[src/rtl/apb_slave_regfile.sv]
// APB completer backed by NUM_REGS byte-writable 32-bit registers with programmable wait states.
// Optional macro APB_SLV_PSLVERR_EN: report decode errors on PSLVERR (otherwise tied low).
module apb_slave_regfile #(
    parameter int                ADDR_W      = 32,
    parameter int                DATA_W      = 32,
    parameter int                NUM_REGS    = 16,
    parameter int                WAIT_CYCLES = 2,
    parameter logic [ADDR_W-1:0] BASE_ADDR   = '0
) (
    input  logic              PCLK,
    input  logic              PRESET,
    input  logic              PSEL,
    input  logic              PENABLE,
    input  logic              PWRITE,
    input  logic [ADDR_W-1:0] PADDR,
    input  logic [DATA_W-1:0] PWDATA,
    input  logic [3:0]        PSTRB,
    output logic              PREADY,
    output logic [DATA_W-1:0] PRDATA,
    output logic              PSLVERR
);

    localparam int                IDX_W      = (NUM_REGS > 1) ? $clog2(NUM_REGS) : 1;
    localparam logic [ADDR_W-1:0] NUM_REGS_A = ADDR_W'(NUM_REGS);

    // Handshake: a transfer completes on the edge where PSEL & PENABLE & PREADY are all high.
    typedef enum logic {IDLE, ACCESS} state_t;

    state_t              state, state_nxt;
    logic [3:0]          cnt;
    logic [IDX_W-1:0]    idx_q;
    logic                write_q;
    logic                err_q;
    logic [DATA_W-1:0]   wdata_q;
    logic [3:0]          strb_q;
    logic [DATA_W-1:0]   regs [NUM_REGS];

    logic [ADDR_W-1:0]   offset;
    logic [IDX_W-1:0]    dec_idx;
    logic                dec_err;
    logic                setup;
    logic                xfer_on;
    logic                ready_int;

    always_comb begin
        offset  = PADDR - BASE_ADDR;
        dec_idx = offset[IDX_W+1:2];
        dec_err = (PADDR < BASE_ADDR) || (offset[1:0] != 2'b00) || ((offset >> 2) >= NUM_REGS_A);
    end

    assign setup     = (state == IDLE) && PSEL && !PENABLE;
    assign xfer_on   = PSEL && PENABLE;
    // Only PSEL/PENABLE reach PREADY combinationally; the rest is registered state.
    assign ready_int = (state == ACCESS) && xfer_on && (cnt == 4'd0);

    always_ff @(posedge PCLK) begin
        if (PRESET) state <= IDLE;
        else        state <= state_nxt;
    end

    always_comb begin
        state_nxt = state;
        case (state)
            IDLE:    if (setup) state_nxt = ACCESS;
            ACCESS:  if (!xfer_on || cnt == 4'd0) state_nxt = IDLE;
            default: state_nxt = IDLE;
        endcase
    end

    always_comb begin
        PREADY = ready_int;
`ifdef APB_SLV_PSLVERR_EN
        PSLVERR = ready_int && err_q;
`else
        PSLVERR = 1'b0;
`endif
    end

    always_ff @(posedge PCLK) begin
        if (PRESET) begin
            cnt     <= 4'd0;
            idx_q   <= '0;
            write_q <= 1'b0;
            err_q   <= 1'b0;
            wdata_q <= '0;
            strb_q  <= 4'd0;
            PRDATA  <= '0;
            for (int i = 0; i < NUM_REGS; i++) regs[i] <= '0;
        end else begin
            if (setup) begin
                idx_q   <= dec_idx;
                write_q <= PWRITE;
                err_q   <= dec_err;
                wdata_q <= PWDATA;
                strb_q  <= PSTRB;
                cnt     <= 4'(WAIT_CYCLES);
                PRDATA  <= (dec_err || PWRITE) ? '0 : regs[dec_idx];
            end else if ((state == ACCESS) && xfer_on && (cnt != 4'd0)) begin
                cnt <= cnt - 4'd1;
            end
            // Erroneous writes are dropped whether or not PSLVERR is reported.
            if (ready_int && write_q && !err_q) begin
                for (int i = 0; i < 4; i++)
                    if (strb_q[i]) regs[idx_q][8*i +: 8] <= wdata_q[8*i +: 8];
            end
        end
    end

endmodule

[config.mk]
export PLATFORM = sky130hd
export DESIGN_NAME = apb_slave_regfile
export DESIGN_NICKNAME = d
export VERILOG_FILES = /design/src/rtl/apb_slave_regfile.sv
export SDC_FILE = /design/constraint.sdc
export NUM_CORES = 1
export LEC_CHECK = 0
export CORE_MARGIN = 4
export CORE_UTILIZATION = 35
export CTS_BUF_LIST = sky130_fd_sc_hd__clkbuf_4 sky130_fd_sc_hd__clkbuf_8
export CTS_CLUSTER_SIZE = 10
export DETAILED_ROUTE_END_ITERATION = 10
export PLACE_DENSITY = 0.56
export SLEW_MARGIN = 20
export SYNTH_ARGS = -nofsm -noshare
export SYNTH_HDL_FRONTEND = slang
export SYNTH_SLANG_ARGS = --single-unit
[constraint.sdc]
create_clock -name PCLK -period 2.74 [get_ports PCLK]
set_input_delay 0.548 -clock PCLK [delete_from_list [all_inputs] [get_ports PCLK]]
set_output_delay 0.548 -clock PCLK [all_outputs]
set_load 0.01 [all_outputs]
==> qor.yml <==
ioPinCount: 107
initial_core_util: 0.352
gp_congestion: 0.788
fin_skew_ps: 41.9
hold_violations: 0
via_per_inst: 5.07
max_freq_ghz: 0.386
swShare: 0.232
worst_slew_pin_slew_ps: 868
cts_tree: "done"
cp_max_fo: 4
syn_area_per_cell_um2: 13.1
dr.pass1.iters: 6
slew_violations: 0
whs_path_depth: 3
finish.utilization: 0.413
track_usage: 0.179
overflow: 0
hpwl_um: 48800
total_leakage_power_uw: 0.0118
h-tree-depth: 3
switching_power_uw: 4520
fp.dieH_um: 287
cap_violations: 0
drc: 0
synth_top_area_share: 0.564
cts-hold-fix-buffers: 0
clk_pin_slew_ps: 60
ctsLongestPathBuffers: 3
finalWirelength_um: 74400
cts_buffers: 98
fp-row-count: 102
clkPwrFrac: 0.409
p_int_uw: 14900
synth_cells: 2088
synth_cell_type_count: 49
clock_latency_ps: 700
final_nets: 2324
ys.warnings.count: 0
ir_worst_vdd_mv: 0.291
async_flop_share: 0
relSlewSlack: 0.420
ant_nets: 0
postCtsSetupBuffers: 0
die_w_um: 287
startpoint_type: "register"
status: "finished, final reports clean"
portBuffers: 105
drive_gt1_frac: 0.199
area.growth.synth_to_final_pct: 17.3
netlist_area_um2: 27200
grt_first_pass_wirelength_um: 111000
routedWlPerCell_um: 22.1
clock_sinks: 591
reg2reg_depth: 4
power_density_nw_per_um2: 609
die_area_um2: 82400
synth-edff-count: 512
ys_ff_latch: 591
synth_nets: 2163
crit_path_end_kind: "primary output"
critical_path_class: "reg2out"
fin_crit_ps: 2590
crit_arrival_ps: 2040
first_iter_violations: 1330
yosysTopAreaCell: "edfxtp_1"
antenna_found_initial: 1
ys.flop_type: "edfxtp_1"
grt_pass1_vias: 17715
power_frac_comb: 0.064
hp-class: "in2reg"
grt_max_degree: 85
required_ps: 2190
core_um2: 77300
seq_area_frac_synth: 0.622
vias: 17069
setup_viol: 0
rsz0062_at_grt: "no"
synthTopCellsByArea: "edfxtp_1, and2_1, mux2i_1, dfxtp_1, mux2_2"
pwr-share-seq: 0.527
whs_ps: 408
period_share: 0.946
cts_root_buffer: "clkbuf_8"
final_cell_mix: "and2_1, edfxtp_1, mux2i_1"
-- sequential cells by signal, summed over array words and instances, names as in the netlist --
name     cells
PRDATA      32
cnt          4
err_q        1
idx_q        4
regs       512
state        1
strb_q       4
wdata_q     32
write_q      1
-- worst max-delay path: stages (launching register included) --
cell,delay [ps]
dfxtp_1,320
inv_1,110
ha_1,180
or3b_4,410
nor2_2,110
clkdlybuf4s15_2,230
-- final cells by class --
class                           count  area [µm²]
Sequential cell                   591       17000
Inverter                            3        11.3
Clock buffer                      148        1780
Multi-Input combinational cell   1357        9680
Antenna cell                        1        2.50
Clock inverter                     31         215
Tap cell                         1040        1300
Timing Repair Buffer              198        2010
Fill cell                        7263       45400
-- what timing repair did --
item                                   CTS  global route
endpoints found under the hold margin    0             0
setup endpoints to repair                1             0
resized for setup                        5             0
-- power by group through the flow --
stage | logic, µW | clock network (µW) | registers [µW]
6_report | 1250 | 7950 | 10300
5_1_grt | 1340 | 8580 | 10300
3_3_place_gp | 1240 | 0 | 10400
2_1_floorplan | 812 | 0 | 10300
4_1_cts | 1260 | 8140 | 10300
3_5_place_dp | 1250 | 0 | 10400
-- per-stage QoR --
step	setup TNS, ps	power (µW)	std cells	cell area [µm²]	setup WS, ps
finish	0	19400	3369	32000	148
global route	0	20200	3369	32000	46.7
CTS	0	19700	3368	32000	81.0
detailed placement	-96.3	11700	3189	30000	-6.88
global placement	0	11700	3189	30000	52.0
floorplan	0	11100	2088	27200	628
-- cell families after synthesis --
kind of cell    Yosys count  share of synthesized area
fa+ha+maj                 2                   0.000918
mux                     257                     0.0974
simple gates            821                      0.177
xor+xnor                  3                   0.000964
flops                   591                      0.622
other cells               1                   0.000138
buf+inv                 140                     0.0239
compound gates          273                     0.0770
-- metal layers --
metal,wire length [µm],GRT usage
met1,33100,0.245
met2,35400,0.295
met3,3990,0.0238
met4,1880,0.0584
met5,0,0
-- Yosys cell counts, types with 6 or more instances --
cell and n:
a21oi_1 78, a221oi_1 57, a221oi_2 30, a22oi_1 62, and2_1 513, buf_2 35, buf_4 12, clkbuf_1 80
dfxtp_1 79, edfxtp_1 512, mux2_2 56, mux2i_1 200, nand2_1 118, nand3_1 13, nor2_1 36, nor2_2 31
nor2_4 9, nor2b_1 6, nor4_1 7, o21ai_0 8, o22ai_1 31, or2_2 65
-- worst paths after layout --
kind | slack [ps] | from | end
max | 150 | cnt[0] | PREADY
min | 410 | PWDATA[31] | wdata_q[31]
max reg2reg | 350 | idx_q[1] | regs[11][25]
min reg2reg | 450 | strb_q[3] | strb_q[3]
Note: power is estimated with default switching activity, not from simulation.
